--- src/rtl/vga_cursor_ctrl_pkg.sv ---
// Shared constants for the text-mode cursor controller: command codes,
// default geometry and the fixed widths of the position fields.
package vga_cursor_pkg;

  localparam int ADDR_W = 12;
  localparam int COL_W  = 7;
  localparam int ROW_W  = 5;
  localparam int CMD_W  = 3;

  localparam int DEF_COLS         = 80;
  localparam int DEF_ROWS         = 30;
  localparam int DEF_TAB_W        = 8;
  localparam int DEF_BLINK_FRAMES = 16;

  localparam logic [CMD_W-1:0] CMD_NOP   = 3'd0;
  localparam logic [CMD_W-1:0] CMD_RIGHT = 3'd1;
  localparam logic [CMD_W-1:0] CMD_LEFT  = 3'd2;
  localparam logic [CMD_W-1:0] CMD_CR    = 3'd3;
  localparam logic [CMD_W-1:0] CMD_LF    = 3'd4;
  localparam logic [CMD_W-1:0] CMD_HOME  = 3'd5;
  localparam logic [CMD_W-1:0] CMD_SET   = 3'd6;
  localparam logic [CMD_W-1:0] CMD_TAB   = 3'd7;

  typedef enum logic {
    ST_IDLE = 1'b0,
    ST_CALC = 1'b1
  } cur_state_e;

endpackage

--- src/rtl/vga_cursor_ctrl_if.sv ---
// Command channel from the terminal front end into the cursor controller.
interface vga_cursor_ctrl_if;
  import vga_cursor_pkg::*;

  logic             i_cmd_valid;
  logic             o_cmd_ready;
  logic [CMD_W-1:0] i_cmd;
  logic [COL_W-1:0] i_cmd_col;
  logic [ROW_W-1:0] i_cmd_row;

  modport master (
    output i_cmd_valid, i_cmd, i_cmd_col, i_cmd_row,
    input  o_cmd_ready
  );

  modport slave (
    input  i_cmd_valid, i_cmd, i_cmd_col, i_cmd_row,
    output o_cmd_ready
  );

endinterface

--- src/rtl/vga_cursor_ctrl_blink.sv ---
// Cursor blink phase: toggles every BLINK_FRAMES frame pulses, forced on by clr.
module vga_cursor_blink #(
  parameter int BLINK_FRAMES = 16
) (
  input  logic i_clk,
  input  logic i_rst_n,
  input  logic i_frame_start,
  input  logic i_clr,
  output logic o_phase
);

  localparam int CNT_W = $clog2(BLINK_FRAMES + 1);
  localparam logic [CNT_W-1:0] CNT_LAST = CNT_W'(BLINK_FRAMES - 1);

  logic [CNT_W-1:0] frame_cnt;
  logic             phase;

  // Host activity keeps the cursor solid, so clr outranks a same-cycle frame pulse.
  always_ff @(posedge i_clk) begin
    if (!i_rst_n) begin
      frame_cnt <= '0;
      phase     <= 1'b1;
    end else if (i_clr) begin
      frame_cnt <= '0;
      phase     <= 1'b1;
    end else if (i_frame_start) begin
      if (frame_cnt == CNT_LAST) begin
        frame_cnt <= '0;
        phase     <= ~phase;
      end else begin
        frame_cnt <= frame_cnt + 1'b1;
      end
    end
  end

  assign o_phase = phase;

endmodule

--- src/rtl/vga_cursor_ctrl.sv ---
// Cursor position controller: tracks col/row and the linear address row*COLS+col,
// updated incrementally for moves and by a shift-free repeated add for SET.
module vga_cursor_ctrl
  import vga_cursor_pkg::*;
#(
  parameter int COLS         = DEF_COLS,
  parameter int ROWS         = DEF_ROWS,
  parameter int TAB_W        = DEF_TAB_W,
  parameter int BLINK_FRAMES = DEF_BLINK_FRAMES
) (
  input  logic              i_clk,
  input  logic              i_rst_n,
  vga_cursor_ctrl_if.slave  cmd_if,
  input  logic              i_frame_start,
  input  logic              i_cursor_en,
  output logic [ADDR_W-1:0] o_cur_pos_addr,
  output logic [COL_W-1:0]  o_cur_col,
  output logic [ROW_W-1:0]  o_cur_row,
  output logic              o_scroll_req,
  output logic              o_cursor_vis
);

  localparam logic [ADDR_W-1:0] COLS_A   = ADDR_W'(COLS);
  localparam logic [COL_W-1:0]  LAST_COL = COL_W'(COLS - 1);
  localparam logic [ROW_W-1:0]  LAST_ROW = ROW_W'(ROWS - 1);
  localparam logic [COL_W:0]    TAB_MASK = (COL_W + 1)'(TAB_W - 1);
  localparam logic [COL_W:0]    COLS_X   = (COL_W + 1)'(COLS);

  function automatic logic [COL_W-1:0] clamp_col(input logic [COL_W-1:0] c);
    return (c > LAST_COL) ? LAST_COL : c;
  endfunction

  function automatic logic [ROW_W-1:0] clamp_row(input logic [ROW_W-1:0] r);
    return (r > LAST_ROW) ? LAST_ROW : r;
  endfunction

  cur_state_e state_q, state_d;

  logic [COL_W-1:0]  col;
  logic [ROW_W-1:0]  row;
  logic [ADDR_W-1:0] addr;
  logic              scroll;
  logic [COL_W-1:0]  tgt_col;
  logic [ROW_W-1:0]  tgt_row;
  logic [ROW_W-1:0]  calc_cnt;
  logic [ADDR_W-1:0] acc;
  logic              accept;
  logic              calc_done;
  logic              blink_phase;

  logic [ADDR_W-1:0] col_ext;
  logic [COL_W:0]    tab_col;
  logic              at_last_col;
  logic              at_last_row;

  assign accept      = cmd_if.i_cmd_valid & cmd_if.o_cmd_ready;
  assign calc_done   = (state_q == ST_CALC) && (calc_cnt == '0);
  assign col_ext     = ADDR_W'(col);
  assign tab_col     = ({1'b0, col} | TAB_MASK) + 1'b1;
  assign at_last_col = (col == LAST_COL);
  assign at_last_row = (row == LAST_ROW);

  always_ff @(posedge i_clk) begin
    if (!i_rst_n) state_q <= ST_IDLE;
    else          state_q <= state_d;
  end

  always_comb begin
    state_d = state_q;
    case (state_q)
      ST_IDLE: if (accept && cmd_if.i_cmd == CMD_SET) state_d = ST_CALC;
      ST_CALC: if (calc_cnt == '0) state_d = ST_IDLE;
      default: state_d = ST_IDLE;
    endcase
  end

  always_comb begin
    cmd_if.o_cmd_ready = (state_q == ST_IDLE);
  end

  // SET: one COLS add per target row, then the column is folded in on exit.
  always_ff @(posedge i_clk) begin
    if (accept && cmd_if.i_cmd == CMD_SET) begin
      tgt_col  <= clamp_col(cmd_if.i_cmd_col);
      tgt_row  <= clamp_row(cmd_if.i_cmd_row);
      calc_cnt <= clamp_row(cmd_if.i_cmd_row);
      acc      <= '0;
    end else if (state_q == ST_CALC && calc_cnt != '0) begin
      acc      <= acc + COLS_A;
      calc_cnt <= calc_cnt - 1'b1;
    end
  end

  always_ff @(posedge i_clk) begin
    if (!i_rst_n) begin
      col    <= '0;
      row    <= '0;
      addr   <= '0;
      scroll <= 1'b0;
    end else begin
      scroll <= 1'b0;
      if (calc_done) begin
        col  <= tgt_col;
        row  <= tgt_row;
        addr <= acc + ADDR_W'(tgt_col);
      end else if (accept) begin
        case (cmd_if.i_cmd)
          CMD_RIGHT: begin
            if (!at_last_col) begin
              col  <= col + 1'b1;
              addr <= addr + 1'b1;
            end else if (!at_last_row) begin
              col  <= '0;
              row  <= row + 1'b1;
              addr <= addr + 1'b1;
            end else begin
              col    <= '0;
              addr   <= addr - ADDR_W'(LAST_COL);
              scroll <= 1'b1;
            end
          end
          CMD_LEFT: begin
            if (col != '0) begin
              col  <= col - 1'b1;
              addr <= addr - 1'b1;
            end else if (row != '0) begin
              col  <= LAST_COL;
              row  <= row - 1'b1;
              addr <= addr - 1'b1;
            end
          end
          CMD_CR: begin
            col  <= '0;
            addr <= addr - col_ext;
          end
          CMD_LF: begin
            if (!at_last_row) begin
              row  <= row + 1'b1;
              addr <= addr + COLS_A;
            end else begin
              scroll <= 1'b1;
            end
          end
          CMD_HOME: begin
            col  <= '0;
            row  <= '0;
            addr <= '0;
          end
          CMD_TAB: begin
            // A tab past the last stop wraps exactly like RIGHT at the last column.
            if (tab_col < COLS_X) begin
              col  <= tab_col[COL_W-1:0];
              addr <= addr + ADDR_W'(tab_col) - col_ext;
            end else if (!at_last_row) begin
              col  <= '0;
              row  <= row + 1'b1;
              addr <= addr - col_ext + COLS_A;
            end else begin
              col    <= '0;
              addr   <= addr - col_ext;
              scroll <= 1'b1;
            end
          end
          default: ;
        endcase
      end
    end
  end

  vga_cursor_blink #(
    .BLINK_FRAMES(BLINK_FRAMES)
  ) u_blink (
    .i_clk         (i_clk),
    .i_rst_n       (i_rst_n),
    .i_frame_start (i_frame_start),
    .i_clr         (accept && cmd_if.i_cmd != CMD_NOP),
    .o_phase       (blink_phase)
  );

  assign o_cur_pos_addr = addr;
  assign o_cur_col      = col;
  assign o_cur_row      = row;
  assign o_scroll_req   = scroll;
  assign o_cursor_vis   = i_cursor_en & blink_phase;

endmodule
--- src/flat_wrapper.sv ---
// flat-port wrapper written by rule: the top's interface ports become plain ports
module vga_cursor_ctrl_flat import vga_cursor_pkg::*;
#(
  parameter int COLS         = DEF_COLS,
  parameter int ROWS         = DEF_ROWS,
  parameter int TAB_W        = DEF_TAB_W,
  parameter int BLINK_FRAMES = DEF_BLINK_FRAMES
)
  (i_clk, i_rst_n, i_frame_start, i_cursor_en, o_cur_pos_addr, o_cur_col, o_cur_row, o_scroll_req, o_cursor_vis, cmd_if_i_cmd_valid, cmd_if_i_cmd, cmd_if_i_cmd_col, cmd_if_i_cmd_row, cmd_if_o_cmd_ready);
  vga_cursor_ctrl_if cmd_if_i ();
  input  logic i_clk;
  input  logic i_rst_n;
  input  logic i_frame_start;
  input  logic i_cursor_en;
  output logic [ADDR_W-1:0] o_cur_pos_addr;
  output logic [COL_W-1:0] o_cur_col;
  output logic [ROW_W-1:0] o_cur_row;
  output logic o_scroll_req;
  output logic o_cursor_vis;
  input wire logic [$bits(cmd_if_i.i_cmd_valid)-1:0] cmd_if_i_cmd_valid;
  input wire logic [$bits(cmd_if_i.i_cmd)-1:0] cmd_if_i_cmd;
  input wire logic [$bits(cmd_if_i.i_cmd_col)-1:0] cmd_if_i_cmd_col;
  input wire logic [$bits(cmd_if_i.i_cmd_row)-1:0] cmd_if_i_cmd_row;
  output wire logic [$bits(cmd_if_i.o_cmd_ready)-1:0] cmd_if_o_cmd_ready;
  assign cmd_if_i.i_cmd_valid = cmd_if_i_cmd_valid;
  assign cmd_if_i.i_cmd = cmd_if_i_cmd;
  assign cmd_if_i.i_cmd_col = cmd_if_i_cmd_col;
  assign cmd_if_i.i_cmd_row = cmd_if_i_cmd_row;
  assign cmd_if_o_cmd_ready = cmd_if_i.o_cmd_ready;
  vga_cursor_ctrl #(.COLS(COLS), .ROWS(ROWS), .TAB_W(TAB_W), .BLINK_FRAMES(BLINK_FRAMES)) u_core (.i_clk(i_clk), .i_rst_n(i_rst_n), .cmd_if(cmd_if_i), .i_frame_start(i_frame_start), .i_cursor_en(i_cursor_en), .o_cur_pos_addr(o_cur_pos_addr), .o_cur_col(o_cur_col), .o_cur_row(o_cur_row), .o_scroll_req(o_scroll_req), .o_cursor_vis(o_cursor_vis));
endmodule
--- config.mk ---
export PLATFORM = sky130hd
export DESIGN_NAME = vga_cursor_ctrl_flat
export DESIGN_NICKNAME = d
export VERILOG_FILES = /design/src/rtl/vga_cursor_ctrl_pkg.sv /design/src/rtl/vga_cursor_ctrl_if.sv /design/src/rtl/vga_cursor_ctrl_blink.sv /design/src/rtl/vga_cursor_ctrl.sv /design/src/flat_wrapper.sv
export SDC_FILE = /design/constraint.sdc
export NUM_CORES = 1
export LEC_CHECK = 0
export BUFFER_PORTS_ARGS = -buffer_cell sky130_fd_sc_hd__buf_2
export CAP_MARGIN = 10
export CORE_ASPECT_RATIO = 0.9
export CORE_MARGIN = 4
export CORE_UTILIZATION = 56
export CTS_CLUSTER_DIAMETER = 120
export DETAILED_ROUTE_END_ITERATION = 7
export GPL_TIMING_DRIVEN = 0
export PLACE_DENSITY = 0.75
export SKIP_LAST_GASP = 1
export SYNTH_ARGS = -nofsm -noshare
export SYNTH_HDL_FRONTEND = slang
export SYNTH_SLANG_ARGS = --single-unit
--- constraint.sdc ---
create_clock -name i_clk -period 3.02 [get_ports i_clk]
set_input_delay 0.604 -clock i_clk [delete_from_list [all_inputs] [get_ports i_clk]]
set_output_delay 0.604 -clock i_clk [all_outputs]
set_load 0.005 [all_outputs]
* After elaboration in Yosys (flattened, before gate mapping)
Index checks and enable logic that the tools add are counted.
** Word-level totals
- Bits of input ports :: 20
- Word-level logic and storage cells :: 110
- Flip-flop bits (word level) :: 61
- Output and inout bits :: 27
** Cells by class
- $lt $le $gt $ge :: 3
- Equality and inequality tests :: 16
- Add/sub/neg operators :: 17
- Bitwise operators :: 6
- Reduce and logical (&&, ||, !) cells :: 21
- Multiplexer cells :: 36
** Operators with widths (count)
- 12-bit two-way mux :: 9
- 12-bit case mux with 6 select lines :: 1
- 5-bit two-way mux :: 11
- 7-bit two-way mux :: 6
- 12-bit by 7-bit adder with 12-bit output, second input constant :: 3
- 7-bit case mux with 4 select lines :: 1
- 5-bit case mux with 5 select lines :: 1
- 12-bit by 7-bit subtractor with 12-bit output :: 2
- 5-bit nonzero test :: 3
- 7-bit nonzero test :: 2
- 12-bit by 1-bit adder with 12-bit output, second input constant :: 1
- 12-bit by 7-bit adder with 12-bit output :: 1
- 12-bit by 8-bit adder with 12-bit output :: 1
- 3-bit == test, second input constant :: 4
- 12-bit by 1-bit subtractor with 12-bit output, second input constant :: 1
- 12-bit by 7-bit subtractor with 12-bit output, second input constant :: 1
- 5-bit by 1-bit adder with 5-bit output, second input constant :: 2
- 5-bit by 1-bit subtractor with 5-bit output, second input constant :: 2
- 3-bit by 2-bit inequality test with 1-bit output, second input constant :: 3
- 7-bit by 1-bit adder with 8-bit output, second input constant :: 1
- 8-bit by 7-bit < comparator with 1-bit output, second input constant :: 1
- 7-bit by 1-bit adder with 7-bit output, second input constant :: 1
- 7-bit == test, second input constant :: 1
- 7-bit > comparator, second input constant :: 1
- 24 further kinds :: 39

* Depth between registers and ports, before layout
Gate-level depths: netlist (run 1).
- Depth after elaboration :: 7
- Depth in mapped cells :: 15

* Cells and area by module
Synthesis (run 1) repeated with hierarchy kept, for this count alone.
** Second synthesis, totals
- Cells, all modules :: 693
- Area, all modules :: 5510.3 um^2
** By module, submodules not included
- vga_cursor_ctrl :: times used 1, cells each 666, area an instance 5246.3 um^2
- vga_cursor_blink :: times used 1, cells each 27, area an instance 264.0 um^2

* Worst setup path after synthesis (run 1)
Ideal clock, no wire load.
- Path type :: flip-flop to flip-flop
- Start :: reg u_core.col[1], in the netlist u_core.o_cur_col[1]
- End :: reg u_core.addr[10], in the netlist u_core.o_cur_pos_addr[10]
- Stages on the path, launching flop included :: 14
- Slack :: -0.104 ns
- Library setup time :: 0.132 ns
- Arrival time :: 2.993 ns
- Path buffers :: 0
- Cell sequence :: dfxtp_1 inv_1 ha_1 fa_1 or3_4 o22ai_1 xnor2_1 ha_1 inv_1 o2111ai_1 o211ai_1 or3_1 a221oi_1 a211oi_1
** Between the ends
- Word-level cells in the longest chain between the ends :: 7
- Elaborated cells between the ends (all ways) :: 14
- Classes of those cells :: 3 x add/sub; 2 x eq/ne; 7 x mux; 2 x reduce/logical
** Ends and longest elaborated chain
- from (decl) :: RTL line vga_cursor_ctrl.sv:39 : logic [COL_W-1:0] col;
- from (signal assigned) :: RTL line vga_cursor_ctrl.sv:103 : col <= tgt_col;
- from (signal assigned) :: RTL line vga_cursor_ctrl.sv:110 : col <= col + 1'b1;
- from (signal assigned) :: RTL line vga_cursor_ctrl.sv:124 : col <= col - 1'b1;
- 12-bit by 7-bit subtractor with 12-bit output :: RTL line vga_cursor_ctrl.sv:134, vga_cursor_ctrl.sv:157, vga_cursor_ctrl.sv:160
- 12-bit by 7-bit adder with 12-bit output :: RTL line vga_cursor_ctrl.sv:157 : addr <= addr - col_ext + COLS_A;
- 12-bit two-way mux :: RTL line vga_cursor_ctrl.sv:154 : end else if (!at_last_row) begin
- 12-bit two-way mux :: RTL line vga_cursor_ctrl.sv:151 : if (tab_col < COLS_X) begin
- 12-bit case mux with 6 select lines :: RTL line vga_cursor_ctrl.sv:107 : case (cmd_if.i_cmd)
- 12-bit two-way mux :: RTL line vga_cursor_ctrl.sv:106 : end else if (accept) begin
- 12-bit two-way mux :: RTL line vga_cursor_ctrl.sv:102 : if (calc_done) begin
- to (signal assigned) :: RTL line vga_cursor_ctrl.sv:105 : addr <= acc + ADDR_W'(tgt_col);
- to (signal assigned) :: RTL line vga_cursor_ctrl.sv:111 : addr <= addr + 1'b1;
- to (signal assigned) :: RTL line vga_cursor_ctrl.sv:153 : addr <= addr + ADDR_W'(tab_col) - col_ext;
- to (decl) :: RTL line vga_cursor_ctrl.sv:41 : logic [ADDR_W-1:0] addr;
Parallel ways exist; a longest one is shown, timed or not. The select of a mux whose other input is x is not followed.
A chain may end at the register's enable or synchronous reset.

* Final worst setup path (run 1)
Same ends and word-level chain as after synthesis.

==> flow_metrics.py, run 1 <==
metrics = {
    "cts": {
        "root_buffer": "clkbuf_16",
        "cts_tree": "built",
        "cts_max_path_buffers": 2,
        "clock_latency_ns": 0.34,
        "cts_sinks": 57,
        "h-tree-depth": 3,
        "cts_buffers": 9,
        "clk_pin_slew_ns": 0.06,
    },
    "min_path": {
        "min_from": "u_core.u_blink.frame_cnt[4]$_SDFFE_PP0P_",
        "min_path_cells": 2,
        "min_to": "u_core.u_blink.frame_cnt[4]$_SDFFE_PP0P_",
        "hold_class": "reg2reg",
    },
    "sta": {
        "worstMarginPinSlew_ns": 1.09,
        "setup_ws_ns": -0.0733,
        "fmax_ghz": 0.323,
        "relSlewSlack_pct": 27.6,
        "hold_viol_final": 0,
        "clock-skew-final_ns": 0.0109,
        "drv_slew": 0,
        "setup_viol": 3,
        "rsz0062_at_grt": "yes",
        "fin_crit_sh_pct": 102,
        "tns_ns": -0.129,
        "finalCriticalPeriod_ns": 3.09,
    },
    "global_route": {
        "grt_pass1_wl_um": 31300,
        "grt_max_degree": 22,
        "grt_antenna_before_repair": 0,
        "gr-total-overflow": 0,
        "grt_pass1_vias": 5912,
        "grt_usage_pct": 32.9,
    },
    "place": {
        "dp_hpwl_um": 14300,
        "port_buffers": 45,
        "placedCellCount": 900,
        "gp_routability_congestion": 0.969,
    },
    "synth": {
        "synth-compound-area-share_pct": 28.6,
        "synthesis.nets": 796,
        "syn-cell-area_um2": 5690,
        "synth_edf_count": 17,
        "yosysUniqueCellTypes": 79,
        "synth_top_family_by_area": "compound AO/OA/AOI/OAI gates",
        "async_flop_share_pct": 0,
        "yosysSeqAreaShare_pct": 23.1,
        "synth_xor_area_share_pct": 7.86,
        "synth_area_per_cell_um2": 7.80,
        "synthAdderAreaFrac_pct": 11.0,
        "yosys.area_share.simple_pct": 21.4,
        "synth_mux_area_share_pct": 2.22,
        "synth_ff_type": "dfxtp_1",
        "syn_inst": 729,
        "ys_warn_count": 0,
        "ys_ff_latch": 57,
    },
    "routing": {
        "dr_total_vias": 6369,
        "drc": 0,
        "viasPerCell": 6.78,
        "wl_per_cell_um": 20.9,
        "drt_iter0_drc": 754,
        "dr.pass1.iters": 6,
        "ant_nets": 0,
        "drt_wl_total_um": 19700,
    },
    "pwr": {
        "p_int_mw": 2.36,
        "clock_power_share_pct": 29.8,
        "p_sw_mw": 1.48,
        "seqPwrFrac_pct": 24.4,
        "powerDensity_nw_per_um2": 556,
        "combPwrFrac_pct": 45.8,
        "irDropWorstVdd_mv": 0.331,
        "total_power_mw": 3.83,
        "p_sw_share_pct": 38.5,
        "p_leak_nw": 2.66,
    },
    "final_layout": {
        "num_antenna_cells": 0,
        "fillers": 808,
        "seq_area_um2": 1330,
        "area_growth_pct": 21.1,
        "final_cells": 940,
        "layout-drive-gt1-share_pct": 20.8,
        "multi_input_area_um2": 4300,
        "fin_nets": 876,
        "fin_util_pct": 70.4,
    },
    "critical_path": {
        "critical_path_class": "reg2reg",
        "start_kind": "flop",
        "crit_fanout": 4,
        "reg2reg_depth": 13,
        "r2r_start": "u_core.o_cur_col[1]$_SDFFE_PN0P_",
        "reg2reg_slack_ns": -0.07,
        "r2r-end": "u_core.o_cur_pos_addr[10]$_SDFFE_PN0P_",
        "crit_required_ns": 3.28,
        "critical_path_arrival_ns": 3.36,
        "endpoint_kind": "flop",
    },
    "status": {
        "outcome": "finished, violations left",
        "failed_checks": "negative setup slack",
    },
    "die": {
        "die_area_um2": 11800,
        "die_height_um": 104,
        "coreArea_um2": 9780,
        "io_pins": 47,
        "std_cell_rows": 34,
        "fp.dieW_um": 114,
        "start_util_pct": 58.1,
    },
    "run": {
        "drv_cap": 0,
    },
}
==> layer usage <==
metal / up-vias / wire length (um) / GRT usage, %
met5: - / 0 / 0
met4: 0 / 790 / 13.1
met3: 86 / 1970 / 7.29
met2: 405 / 8720 / 49.8
met1: 3008 / 8210 / 45.3
li1: 2870 / - / -
==> stage by stage <==
step	hold WS (ns)	setup WS (ns)	instance area [um2]
floorplan	0.418	-0.0353	5690
global placement	0.434	-0.584	6080
detailed placement	0.449	-0.597	6080
CTS	0.457	-0.0503	6620
global route	0.490	-0.176	6890
finish	0.457	-0.0733	6890
==> flip-flops by register name, summed over array words and instances (netlist names) <==
signal,count
u_core.o_cur_pos_addr,12
u_core.acc,8
u_core.o_cur_col,7
u_core.tgt_col,7
u_core.calc_cnt,5
u_core.o_cur_row,5
u_core.tgt_row,5
u_core.u_blink.frame_cnt,5
u_core.o_scroll_req,1
u_core.state_q,1
u_core.u_blink.o_phase,1
==> cell families (layout without fill, tap and decap cells) <==
family          count (synthesis)  after routing
fa+ha+maj                      47             47
simple gates                  236            236
buf+inv                        83            168
mux                            12             12
xor+xnor                       51             51
compound gates                243            243
flops                          57             57
==> critical path, stage by stage, from the launching register on <==
cell and delay, ns:
dfxtp_2 0.36, inv_4 0.06, ha_4 0.17, fa_2 0.39, or3_4 0.44, o22ai_4 0.16
xnor2_2 0.15, ha_2 0.21, inv_2 0.04, o2111ai_2 0.05, o211ai_1 0.16, or3_4 0.45
a2bb2oi_2 0.18, a211oi_2 0.21
==> cell type report <==
| cell class | instances | area share [%] |
|---|---|---|
| Tap cell | 126 | 2.29 |
| Buffer | 43 | 2.92 |
| Multi-Input combinational cell | 589 | 62.4 |
| Clock buffer | 9 | 3.27 |
| Sequential cell | 57 | 19.3 |
| Timing Repair Buffer | 70 | 5.99 |
| Inverter | 39 | 2.36 |
| Clock inverter | 7 | 1.49 |
==> cells in the final DEF (no fill, tap or decap), drive strengths merged, types with 14 or more instances in the layout <==
| master | netlist | layout |
|---|---|---|
| ha | 42 | 42 |
| clkbuf | 36 | 44 |
| nand2b | 18 | 18 |
| xor2 | 15 | 15 |
| nand3 | 19 | 19 |
| o21ai | 59 | 59 |
| inv | 39 | 38 |
| nor2 | 59 | 59 |
| dfxtp | 40 | 40 |
| buf | 8 | 78 |
| o211ai | 14 | 14 |
| nand2 | 53 | 53 |
| edfxtp | 17 | 17 |
| nor3 | 19 | 19 |
| a21oi | 56 | 56 |
| xnor2 | 36 | 36 |
==> worst max-delay path by stage <==
stage | start | endpoint | slack [ns] | depth (start not counted)
floorplan | u_core.o_cur_pos_addr[0]$_SDFFE_PN0P_ | u_core.o_cur_pos_addr[10]$_SDFFE_PN0P_ | -0.04 | 14
global placement | u_core.o_cur_pos_addr[0]$_SDFFE_PN0P_ | u_core.o_cur_pos_addr[10]$_SDFFE_PN0P_ | -0.58 | 14
detailed placement | u_core.o_cur_pos_addr[0]$_SDFFE_PN0P_ | u_core.o_cur_pos_addr[10]$_SDFFE_PN0P_ | -0.60 | 14
CTS | u_core.o_cur_pos_addr[0]$_SDFFE_PN0P_ | u_core.o_cur_pos_addr[11]$_SDFFE_PN0P_ | -0.05 | 11
global route | u_core.o_cur_col[1]$_SDFFE_PN0P_ | u_core.o_cur_pos_addr[10]$_SDFFE_PN0P_ | -0.18 | 13
finish | u_core.o_cur_col[1]$_SDFFE_PN0P_ | u_core.o_cur_pos_addr[10]$_SDFFE_PN0P_ | -0.07 | 13
==> cell usage after synthesis (all sizes together), types with 5 or more instances <==
master | instances | share of area [%]
o221ai | 12 | 2.2
buf | 8 | 0.86
a21oi | 56 | 4.9
nand3 | 19 | 1.8
nand2 | 53 | 3.5
o21a | 12 | 1.6
edfxtp | 17 | 9.0
inv | 39 | 2.6
and2 | 7 | 0.77
mux2i | 7 | 1.2
a211oi | 11 | 1.5
xnor2 | 36 | 5.5
nor2 | 59 | 3.9
a21o | 8 | 1.1
a221o | 5 | 0.88
xor2 | 15 | 2.3
ha | 42 | 9.2
nor2b | 10 | 1.1
a31oi | 12 | 1.3
and3 | 6 | 0.66
o21ai | 59 | 5.3
nand2b | 18 | 2.0
o211ai | 14 | 1.8
nand3b | 5 | 0.66
mux2 | 5 | 0.99
nor3 | 19 | 1.8
nand4 | 5 | 0.55
or3 | 9 | 1.1
nor4 | 7 | 0.77
fa | 5 | 1.8
dfxtp | 40 | 14
o22ai | 7 | 0.77
clkbuf | 36 | 2.4
==> what timing repair did <==
| action | in CTS | in global routing |
|---|---|---|
| buffers inserted | 11 | 14 |
| cloned | 0 | 0 |
| hold buffers | 0 | 0 |
| endpoints found under the setup margin | 9 | 18 |
| pin swaps | 15 | 18 |
| gates resized for setup | 38 | 35 |
==> power by group through the flow <==
stage               Combinational, mW  Sequential, mW  Clock [mW]
finish                           1.76           0.934        1.14
CTS                              1.58           0.930        1.15
detailed placement               1.43           0.948           0
floorplan                        1.09           0.929           0
global placement                 1.40           0.945           0
global route                     1.90           0.941        1.19
(Power assumes the default switching activity.)
==> run 2, diff against run 1 <==
--- a/config.mk
+++ b/config.mk
@@ -13,7 +13,7 @@
 export CTS_CLUSTER_DIAMETER = 120
 export DETAILED_ROUTE_END_ITERATION = 7
 export GPL_TIMING_DRIVEN = 0
-export PLACE_DENSITY = 0.75
+export PLACE_DENSITY = 0.83
 export SKIP_LAST_GASP = 1
 export SYNTH_ARGS = -nofsm -noshare
 export SYNTH_HDL_FRONTEND = slang
==> flow_metrics.py, run 2 (same netlist as run 1, synthesis figures left out) <==
metrics = {
    "critical_path": {
        "start_kind": "flop",
        "r2r-end": "u_core.o_cur_pos_addr[10]$_SDFFE_PN0P_",
        "cp-startpoint": "u_core.o_cur_col[1]$_SDFFE_PN0P_",
        "reg2reg_depth": 11,
        "reg2reg_slack_ns": -0.11,
        "r2r_start": "u_core.o_cur_col[1]$_SDFFE_PN0P_",
        "endpoint_kind": "flop",
        "critical_path_arrival_ns": 3.33,
        "critical_path_class": "reg2reg",
        "crit_required_ns": 3.22,
        "cp-endpoint": "u_core.o_cur_pos_addr[10]$_SDFFE_PN0P_",
        "crit_fanout": 4,
    },
    "routing": {
        "viasPerCell": 6.75,
        "wl_per_cell_um": 21.8,
        "ant_nets": 0,
        "drt_iter0_drc": 871,
        "drc": 0,
        "drt_wl_total_um": 20500,
        "dr.pass1.iters": 8,
        "dr_total_vias": 6356,
    },
    "cts": {
        "cts_buffers": 9,
        "cts_tree": "built",
        "cts_sinks": 57,
        "cts_max_path_buffers": 2,
        "h-tree-depth": 3,
        "clock_latency_ns": 0.33,
        "clk_pin_slew_ns": 0.05,
        "root_buffer": "clkbuf_16",
        "ctsHoldBuffers": 0,
    },
    "die": {
        "std_cell_rows": 34,
        "die_area_um2": 11800,
        "io_pins": 47,
        "fp.dieW_um": 114,
        "coreArea_um2": 9780,
        "die_height_um": 104,
        "start_util_pct": 58.1,
    },
    "sta": {
        "setup_viol": 3,
        "tns_ns": -0.214,
        "fin_crit_sh_pct": 104,
        "fmax_ghz": 0.320,
        "finalHoldWorstSlack_ns": 0.444,
        "finalCriticalPeriod_ns": 3.13,
        "drv_slew": 0,
        "setup_ws_ns": -0.106,
        "relSlewSlack_pct": 28.5,
        "worstMarginPinSlew_ns": 1.07,
        "rsz0062_at_grt": "yes",
        "clock-skew-final_ns": 0.00561,
        "hold_viol_final": 0,
    },
    "global_route": {
        "grt_max_degree": 22,
        "grt_pass1_vias": 6081,
        "grt_antenna_before_repair": 0,
        "grt_pass1_wl_um": 32300,
        "gr-total-overflow": 0,
        "grt_usage_pct": 34.0,
    },
    "final_layout": {
        "layout-drive-gt1-share_pct": 20.9,
        "area_growth_pct": 21.9,
        "fillers": 782,
        "layout_commonest_cell": "nor2_1",
        "final_cell_mix": "59 x nor2_1, 53 x nand2_1, 53 x a21oi_1, 51 x o21ai_0, 46 x buf_2",
        "largest_reg_flops": 12,
        "fin_util_pct": 70.8,
        "num_antenna_cells": 0,
        "fin_nets": 877,
    },
    "pwr": {
        "p_leak_nw": 2.69,
        "total_power_mw": 3.79,
        "clock_power_share_pct": 26.8,
        "p_sw_mw": 1.50,
        "irDropWorstVdd_mv": 0.400,
        "p_int_mw": 2.30,
        "p_sw_share_pct": 39.5,
        "combPwrFrac_pct": 48.5,
        "powerDensity_nw_per_um2": 547,
        "seqPwrFrac_pct": 24.7,
    },
    "place": {
        "port_buffers": 45,
        "gp_routability_congestion": 0.980,
        "dp_hpwl_um": 15000,
    },
    "status": {
        "failed_checks": "negative setup slack",
        "outcome": "finished, violations left",
    },
    "run": {
        "drv_cap": 0,
    },
    "min_path": {
        "min_from": "u_core.u_blink.frame_cnt[4]$_SDFFE_PP0P_",
        "hold_class": "reg2reg",
    },
}
run 2: cell types whose count changed in the layout (fill, tap and decap cells not counted), sizes merged:
cell	previous run	this run
clkbuf	44	46
bufinv	2	1
run 2: worst min-delay path by stage:
stage,endpoint,slack (ns),depth (start not counted)
after floorplan,u_core.u_blink.frame_cnt[4]$_SDFFE_PP0P_,0.42,2
after global placement,u_core.u_blink.frame_cnt[4]$_SDFFE_PP0P_,0.43,2
after detailed placement,u_core.u_blink.frame_cnt[4]$_SDFFE_PP0P_,0.44,2
after CTS,u_core.u_blink.frame_cnt[4]$_SDFFE_PP0P_,0.45,2
after global routing,u_core.u_blink.frame_cnt[4]$_SDFFE_PP0P_,0.48,2
final,u_core.u_blink.frame_cnt[4]$_SDFFE_PP0P_,0.44,2
run 2: what timing repair did:
| item | CTS | global route |
|---|---|---|
| resized for setup | 52 | 37 |
| pin swaps | 25 | 20 |
| endpoints found under the setup margin | 13 | 13 |
| buffers inserted | 21 | 5 |
run 2: per-layer routing:
metal  wire length (um)  GRT usage [%]  up-vias
met2               9420           54.5      388
met4                767           11.6        0
met1               8600           46.4     3028
li1                   -              -     2860
met3               1680           5.42       80
met5                  0              0        -
run 2: power by group through the flow:
stage               combinational [mW]  sequential (mW)  clock [mW]
finish                            1.84            0.936        1.02
global placement                  1.40            0.945           0
CTS                               1.62            0.932        1.02
detailed placement                1.44            0.951           0
floorplan                         1.09            0.929           0
global route                      1.98            0.943        1.06
run 2: cell type report:
class                      count  area [um2]  share of cell area [%]
multi-input combinational    589        4340                    62.6
sequential                    57        1330                    19.2
timing repair buffer          71         432                    6.23
clock buffer                  10         229                    3.31
buffer                        43         209                    3.02
inverter                      39         164                    2.37
tap                          126         158                    2.28
clock inverter                 6        67.6                   0.975
run 2: worst max-delay path, cell delays in order (launching register included):
cell	delay [ns]
dfxtp_4	0.37
inv_6	0.04
ha_4	0.16
fa_2	0.37
or3_4	0.43
buf_6	0.14
o221a_2	0.27
nor3_2	0.26
o211ai_1	0.18
or3_4	0.42
a221oi_4	0.26
a211oi_2	0.11
run 2: per-stage QoR:
stage / setup slack (ns) / cells / instance area [um2]
after global routing: -0.242 / 941 / 6930
after floorplan: -0.0353 / 729 / 5690
after detailed placement: -0.680 / 900 / 6080
final: -0.106 / 941 / 6930
after CTS: -0.0695 / 936 / 6710
after global placement: -0.580 / 900 / 6080
